**src/rtl/gray_conv_pkg.sv**
```systemverilog
// ---------------------------------------------------------------------------
// gray_conv_pkg
// Shared definitions for the gray_conv_arb block: the two-state result FSM
// encoding, the number of requesters and the width of a requester index.
// No ports; imported by the interface, the codec and the top.
// ---------------------------------------------------------------------------
package gray_conv_pkg;

  // Output register occupancy: IDLE holds nothing, FULL holds a result.
  typedef enum logic {
    IDLE = 1'b0,
    FULL = 1'b1
  } state_t;

  // Four requesters share one converter, so an index needs two bits.
  localparam int NUM_REQ = 4;
  localparam int ID_W    = 2;

  // The round-robin pointer remembers the last granted requester.  Starting
  // it at the highest index makes requester 0 the first one searched.
  localparam logic [ID_W-1:0] PTR_RESET = ID_W'(NUM_REQ - 1);

endpackage

```
**src/rtl/gray_conv_arb_if.sv**
```systemverilog
// ---------------------------------------------------------------------------
// gray_conv_arb_if
// Bundles the requester side and the consumer side of gray_conv_arb.
//   req       : per-requester request (bit i = requester i)
//   din       : packed operands, slice [i*W +: W] belongs to requester i
//   dir       : per-requester direction, 0 = bin->gray, 1 = gray->bin
//   gnt       : one-hot combinational accept strobe
//   out_valid : registered result valid
//   out_id    : requester that owns dout
//   dout      : registered converted code
//   out_ready : consumer accepts dout when out_valid && out_ready
//   cnt       : completed handshakes modulo 2^CNTW
// Modports: master = requesters + consumer (testbench), slave = the block.
// ---------------------------------------------------------------------------
interface gray_conv_arb_if
  import gray_conv_pkg::*;
#(
  parameter int W    = 4,
  parameter int CNTW = 8
);

  logic [NUM_REQ-1:0]   req;
  logic [NUM_REQ*W-1:0] din;
  logic [NUM_REQ-1:0]   dir;
  logic [NUM_REQ-1:0]   gnt;
  logic                 out_valid;
  logic [ID_W-1:0]      out_id;
  logic [W-1:0]         dout;
  logic                 out_ready;
  logic [CNTW-1:0]      cnt;

  // Requesters and the consumer drive the inputs and watch the results.
  modport master (
    output req, din, dir, out_ready,
    input  gnt, out_valid, out_id, dout, cnt
  );

  // The arbiter/converter itself.
  modport slave (
    input  req, din, dir, out_ready,
    output gnt, out_valid, out_id, dout, cnt
  );

endinterface

```
**src/rtl/gray_codec.sv**
```systemverilog
// ---------------------------------------------------------------------------
// gray_codec
// Combinational W-bit code converter shared by all requesters.
//   code_i : operand
//   dir_i  : 0 = binary-to-gray, 1 = gray-to-binary
//   code_o : converted code
// Build option: GRAY2BIN_EN.  When it is not defined only the
// binary-to-gray path exists and dir_i is ignored.
// ---------------------------------------------------------------------------
module gray_codec #(
  parameter int W = 4
) (
  input  logic [W-1:0] code_i,
  input  logic         dir_i,
  output logic [W-1:0] code_o
);

  // Binary-to-gray: every bit is the XOR of itself and its upper neighbour;
  // the MSB passes through because the shifted-in bit is zero.
  logic [W-1:0] toGray;
  assign toGray = code_i ^ (code_i >> 1);

`ifdef GRAY2BIN_EN
  // Gray-to-binary: binary bit k is the parity of all gray bits from k up to
  // the MSB.  Writing it as a reduction over a shifted copy avoids a ripple
  // chain that reads its own output inside the block.
  logic [W-1:0] toBinary;

  always_comb begin
    toBinary = '0;
    for (int k = 0; k < W; k++) begin
      toBinary[k] = ^(code_i >> k);
    end
  end

  // Direction picks which conversion reaches the output.
  assign code_o = dir_i ? toBinary : toGray;
`else
  // Direction has no meaning without the gray-to-binary path; it is tied
  // off here so the shared port list stays identical in both builds.
  logic unusedDir;
  assign unusedDir = dir_i;

  assign code_o = toGray;
`endif

endmodule

```
**src/rtl/gray_conv_arb.sv**
```systemverilog
// ---------------------------------------------------------------------------
// gray_conv_arb
// Four requesters compete round-robin for one shared gray-code converter.
// The accepted operand is converted and stored in a one-deep output
// register, handed to a consumer with a valid/ready handshake, and every
// completed handshake is counted.
//   clk   : clock, all state changes on the rising edge
//   rst_n : asynchronous active-low reset
//   bus   : gray_conv_arb_if.slave (req/din/dir/gnt, out_valid/out_id/
//           dout/out_ready, cnt)
// Build option: GRAY2BIN_EN enables the gray-to-binary direction inside
// gray_codec; without it every conversion is binary-to-gray.
// ---------------------------------------------------------------------------
module gray_conv_arb
  import gray_conv_pkg::*;
#(
  parameter int W    = 4,
  parameter int CNTW = 8
) (
  input  logic            clk,
  input  logic            rst_n,
  gray_conv_arb_if.slave  bus
);

  state_t            state_q,     state_d;
  logic [ID_W-1:0]   lastGrant_q, lastGrant_d;
  logic [ID_W-1:0]   outId_q,     outId_d;
  logic [W-1:0]      dout_q,      dout_d;
  logic [CNTW-1:0]   cnt_q,       cnt_d;

  logic              captureEn;
  logic              capture;
  logic              handshake;
  logic              found;
  logic [ID_W-1:0]   selIdx;
  logic [ID_W-1:0]   candidate;
  logic [NUM_REQ-1:0] grant;
  logic [W-1:0]      codecIn;
  logic              codecDir;
  logic [W-1:0]      codecOut;

  // A new operand may enter when the output register is empty, or when the
  // held result leaves in this same cycle.  Holding reset low also blocks
  // capture so no grant is ever shown during reset.
  assign captureEn = rst_n && ((state_q == IDLE) || bus.out_ready);

  // The consumer takes the held result whenever it is valid and ready.
  assign handshake = (state_q == FULL) && bus.out_ready;

  // Round-robin search starting just above the last granted requester and
  // wrapping around; the first asserted request wins.  The winner's operand
  // and direction are steered to the single shared converter.
  always_comb begin
    found     = 1'b0;
    selIdx    = '0;
    candidate = '0;
    grant     = '0;
    codecIn   = '0;
    codecDir  = 1'b0;

    if (captureEn) begin
      for (int off = 1; off <= NUM_REQ; off++) begin
        candidate = lastGrant_q + ID_W'(off);
        if (!found && bus.req[candidate]) begin
          found  = 1'b1;
          selIdx = candidate;
        end
      end
    end

    if (found) begin
      grant[selIdx] = 1'b1;
    end

    for (int i = 0; i < NUM_REQ; i++) begin
      if (selIdx == ID_W'(i)) begin
        codecIn  = bus.din[i*W +: W];
        codecDir = bus.dir[i];
      end
    end
  end

  assign capture = found;

  // One converter serves every requester; only the selected operand reaches
  // it in any given cycle.
  gray_codec #(
    .W (W)
  ) u_codec (
    .code_i (codecIn),
    .dir_i  (codecDir),
    .code_o (codecOut)
  );

  // Next-state logic for the result FSM, the output register, the arbiter
  // pointer and the handshake counter.  A capture in the FULL state
  // overwrites the result that is leaving in the same cycle, giving one
  // result per cycle under continuous traffic.  The counter wraps silently.
  always_comb begin
    state_d     = state_q;
    lastGrant_d = lastGrant_q;
    outId_d     = outId_q;
    dout_d      = dout_q;
    cnt_d       = cnt_q;

    if (handshake) begin
      cnt_d = cnt_q + CNTW'(1);
    end

    unique case (state_q)
      IDLE: begin
        if (capture) begin
          state_d = FULL;
        end
      end
      FULL: begin
        if (bus.out_ready && !capture) begin
          state_d = IDLE;
        end
      end
      default: begin
        state_d = IDLE;
      end
    endcase

    if (capture) begin
      lastGrant_d = selIdx;
      outId_d     = selIdx;
      dout_d      = codecOut;
    end
  end

  // State registers.  Reset empties the output register without counting a
  // handshake and rewinds the pointer so requester 0 is searched first.
  always_ff @(posedge clk or negedge rst_n) begin
    if (!rst_n) begin
      state_q     <= IDLE;
      lastGrant_q <= PTR_RESET;
      outId_q     <= '0;
      dout_q      <= '0;
      cnt_q       <= '0;
    end else begin
      state_q     <= state_d;
      lastGrant_q <= lastGrant_d;
      outId_q     <= outId_d;
      dout_q      <= dout_d;
      cnt_q       <= cnt_d;
    end
  end

  // Drive the interface outputs; out_valid is simply the FSM state.
  assign bus.gnt       = grant;
  assign bus.out_valid = (state_q == FULL);
  assign bus.out_id    = outId_q;
  assign bus.dout      = dout_q;
  assign bus.cnt       = cnt_q;

endmodule

```
**src/flat_wrapper.sv**
```systemverilog
// flat-port wrapper written by rule: the top's interface ports become plain ports
module gray_conv_arb_flat import gray_conv_pkg::*;
#(
  parameter int W    = 4,
  parameter int CNTW = 8
)
  (clk, rst_n, bus_req, bus_din, bus_dir, bus_out_ready, bus_gnt, bus_out_valid, bus_out_id, bus_dout, bus_cnt);
  gray_conv_arb_if #(.W(W), .CNTW(CNTW)) bus_i ();
  input  logic clk;
  input  logic rst_n;
  input wire logic [$bits(bus_i.req)-1:0] bus_req;
  input wire logic [$bits(bus_i.din)-1:0] bus_din;
  input wire logic [$bits(bus_i.dir)-1:0] bus_dir;
  input wire logic [$bits(bus_i.out_ready)-1:0] bus_out_ready;
  output wire logic [$bits(bus_i.gnt)-1:0] bus_gnt;
  output wire logic [$bits(bus_i.out_valid)-1:0] bus_out_valid;
  output wire logic [$bits(bus_i.out_id)-1:0] bus_out_id;
  output wire logic [$bits(bus_i.dout)-1:0] bus_dout;
  output wire logic [$bits(bus_i.cnt)-1:0] bus_cnt;
  assign bus_i.req = bus_req;
  assign bus_i.din = bus_din;
  assign bus_i.dir = bus_dir;
  assign bus_i.out_ready = bus_out_ready;
  assign bus_gnt = bus_i.gnt;
  assign bus_out_valid = bus_i.out_valid;
  assign bus_out_id = bus_i.out_id;
  assign bus_dout = bus_i.dout;
  assign bus_cnt = bus_i.cnt;
  gray_conv_arb #(.W(W), .CNTW(CNTW)) u_core (.clk(clk), .rst_n(rst_n), .bus(bus_i));
endmodule
```
**config.mk**
```make
export PLATFORM = sky130hd
export DESIGN_NAME = gray_conv_arb_flat
export DESIGN_NICKNAME = d
export VERILOG_FILES = /design/src/rtl/gray_conv_pkg.sv /design/src/rtl/gray_conv_arb_if.sv /design/src/rtl/gray_codec.sv /design/src/rtl/gray_conv_arb.sv /design/src/flat_wrapper.sv
export SDC_FILE = /design/constraint.sdc
export NUM_CORES = 1
export LEC_CHECK = 0
export ABC_CLOCK_PERIOD_IN_PS = 7100
export CAP_MARGIN = 15
export CORE_MARGIN = 5
export CORE_UTILIZATION = 30
export DETAILED_ROUTE_END_ITERATION = 10
export SYNTH_ARGS = -nofsm -noshare
export SYNTH_HDL_FRONTEND = slang
export SYNTH_SLANG_ARGS = --single-unit
```
**constraint.sdc**
```tcl
create_clock -name clk -period 7.1 [get_ports clk]
set_clock_uncertainty 0.05 [all_clocks]
set_input_delay 1.42 -clock clk [delete_from_list [all_inputs] [get_ports clk]]
set_output_delay 1.42 -clock clk [all_outputs]
set_load 0.005 [all_outputs]
```
==> impl_metrics.json <==
{
  "run_status": "completed",
  "initial_antenna_violation_count": 0,
  "worstMarginPinSlew_ns": 0.5834,
  "cts.sinks": 17,
  "flop_pwr_share_pct": 38.5,
  "finalWorstPathRequiredPeriod_ns": 5.117,
  "endpoint_arrival_time_on_the_critical_path_ns": 3.65,
  "final_cell_mix": "sky130_fd_sc_hd__clkdlybuf4s50_1, sky130_fd_sc_hd__nand2_1, sky130_fd_sc_hd__dfrtp_1",
  "max_cap_viol": 0,
  "setup_viol_count_final": 0,
  "max-slew-margin-rel_pct": 60.77,
  "crit-reg2reg-capture": "u_core.bus.dout[0]",
  "edff_count_synth": 0,
  "grt_first_pass_wirelength_um": 4767,
  "min_from": "u_core.bus.dout[3]",
  "fmax_ghz": 0.1954,
  "clkPwrFrac_pct": 16.6,
  "first_global_vias": 964,
  "finalWeightedCongestion": 0.8299,
  "synth_area_leader_cell": "sky130_fd_sc_hd__dfrtp_1",
  "worst_r2r_path_depth": 6,
  "detail_route.vias_per_cell": 5.047,
  "placeableCoreArea_um2": 3606,
  "async_flop_share_pct": 100.0,
  "p_int_uw": 279.2,
  "cts_inserted_buffers": 3,
  "reg2reg_slack_ns": 4.66,
  "number_of_remaining_drc_errors": 0,
  "yosysUniqueCellTypes": 46,
  "leakage_nw": 0.6489,
  "ios": 46,
  "buffer_ports.inserted": 41,
  "layout_cell_share_with_drive_strength_beyond_1_pct": 9.816,
  "drtIter0Drc": 54,
  "finish.net_count": 192,
  "final_cycle_share_pct": 72.07,
  "cp_data_required_time_ns": 5.63,
  "net_sw_share_pct": 33.68,
  "areaGrowthSynthToFinish_pct": 45.60,
  "avg_wl_per_cell_um": 14.35,
  "cts_tree": "done",
  "ir_drop_mv": 0.09468,
  "yosysTopAreaCellShare_pct": 34.29,
  "wl_um": 3028,
  "clock_insertion_delay_worst_skew_ns": 0.24,
  "cts_hold_buf": 0,
  "worstHoldPathCells": 2,
  "critPathMaxFanout": 20,
  "antenna_violating_nets_post_route": 0,
  "avgSynthCellArea_um2": 9.048,
  "htree_num_levels": 1,
  "power_density_nw_per_um2": 264.1,
  "total_switching_power_uw": 141.8,
  "hold_class": "register to register",
  "cts_setup_buffers": 0,
  "mappedNetlistNets": 149,
  "seq_area_frac_synth_pct": 39.09,
  "postSynthCellCount": 121,
  "cts.path.max_buffers": 2,
  "floorplan.initialDensity_pct": 30.36,
  "netlist_top_cells_area": "sky130_fd_sc_hd__dfrtp_1, sky130_fd_sc_hd__nand2_1, sky130_fd_sc_hd__dfstp_2",
  "placementRows": 22,
  "cts.root.buffer_cell": "sky130_fd_sc_hd__clkbuf_8",
  "r2r_start": "u_core.lastGrant_q[0]",
  "postSynthRegisterBits": 17,
  "final_hold_viol_count": 0,
  "setup_tns_ns": 0,
  "syn-cell-area_um2": 1095,
  "finalMaxSlewViolations": 0,
  "min_delay_worst_endpoint": "u_core.bus.dout[3]",
  "path_class": "primary input to output port",
  "yosysWarningCount": 0,
  "detailedPlacementHpwl_um": 2325,
  "grt_max_degree": 21,
  "crit_path_start_kind": "primary input",
  "power.combinational.fraction_pct": 44.9,
  "grt.overflow.total": 0,
  "path_clk_slew_ns": 0.06,
  "chipHeight_um": 70.41,
  "worstSetupEndpointType": "output port",
  "die-width_um": 70.41,
  "cts_repair_resize_count": 0,
  "register_area_um2": 427.9,
  "diode_insertion_count_for_antenna_repair": 0,
  "synth-main-ff-cell": "sky130_fd_sc_hd__dfrtp_1",
  "multi_input_area_um2": 624.3,
  "final.fill_count": 359,
  "floorplan.die_area_um2": 4958,
  "number_of_search_and_repair_iterations_in_the_first_detailed_routing_pass": 4,
  "gr-usage-all-layers_pct": 11.89,
  "post-route-util_pct": 44.21,
  "grt_setup_unrepaired": "false",
  "detailroute.via_count": 1065,
  "mostFrequentLayoutCell": "sky130_fd_sc_hd__clkdlybuf4s50_1"
}
state kept, by name, indices dropped and copies added, names as in the netlist:
signal / count
u_core.lastGrant_q: 2
u_core.bus.out_valid: 1
u_core.bus.out_id: 2
u_core.bus.cnt: 8
u_core.bus.dout: 4
power groups by stage:
stage	clock, mW	combinational (mW)	sequential (mW)
CTS	0.0728	0.190	0.162
detailed placement	0	0.189	0.164
global route	0.0796	0.205	0.167
finish	0.0700	0.189	0.162
global placement	0	0.187	0.162
floorplan	0	0.0941	0.160
cell usage after synthesis (3+ instances only):
master and count:
sky130_fd_sc_hd__nand2_1 19, sky130_fd_sc_hd__dfrtp_1 15, sky130_fd_sc_hd__nor2_1 7, sky130_fd_sc_hd__xnor2_1 6, sky130_fd_sc_hd__inv_1 5, sky130_fd_sc_hd__nor3_1 5, sky130_fd_sc_hd__nand3_1 4, sky130_fd_sc_hd__o21ai_0 4
sky130_fd_sc_hd__a31oi_1 3, sky130_fd_sc_hd__and2_1 3, sky130_fd_sc_hd__nor2b_1 3, sky130_fd_sc_hd__o211ai_1 3, sky130_fd_sc_hd__o221ai_1 3
critical path, stage by stage:
cell                              delay [ns]
sky130_fd_sc_hd__clkdlybuf4s50_1        0.46
sky130_fd_sc_hd__buf_4                  0.26
sky130_fd_sc_hd__and2_1                 0.33
sky130_fd_sc_hd__and2_0                 0.45
sky130_fd_sc_hd__and2_2                 0.23
sky130_fd_sc_hd__clkdlybuf4s50_1        0.50
per-stage QoR:
stage	setup WS, ns	power (mW)	std cells	hold WS (ns)	instance area (um2)
finish	1.983	0.4210	211	0.4242	1594
detailed placement	2.003	0.3529	207	0.4171	1549
global placement	2.000	0.3490	207	0.4115	1549
CTS	1.987	0.4250	211	0.4329	1594
global route	1.870	0.4519	211	0.4663	1594
floorplan	3.150	0.2545	121	0.4068	1095
area by class of cell:
class                           instances  share of cell area, %
Timing Repair Buffer                   42                  26.22
Inverter                                5                  1.177
Clock buffer                            4                  2.826
Sequential cell                        17                  26.84
Tap cell                               48                  3.768
Multi-Input combinational cell         95                  39.17
layer usage:
metal	global-route usage (%)	vias up	wire length [um]
met4	2.553	0	23
li1	-	533	-
met2	19.02	27	1447
met5	0	-	0
met1	15.45	503	1383
met3	4.029	2	173
worst max path at each step:
stage,endpoint,startpoint,slack [ns]
final,bus_gnt[3],rst_n,1.98
after global routing,bus_gnt[3],rst_n,1.87
after CTS,bus_gnt[3],rst_n,1.99
after detailed placement,bus_gnt[3],rst_n,2.00
after global placement,bus_gnt[3],rst_n,2.00
after floorplan,bus_gnt[3],bus_req[3],3.15
logic make-up (layout without fill, tap and decap cells):
group | after synthesis | count (layout) | share of synthesized area [%]
XOR/XNOR | 7 | 7 | 5.600
multiplexers | 1 | 1 | 1.028
flip-flops | 17 | 17 | 39.09
AO/OA/AOI/OAI | 30 | 30 | 23.09
buffers and inverters | 9 | 51 | 3.886
AND/OR/NAND/NOR | 56 | 56 | 26.17
adder cells (fa/ha/maj) | 1 | 1 | 1.143
Note: power is estimated with default switching activity, not from simulation.
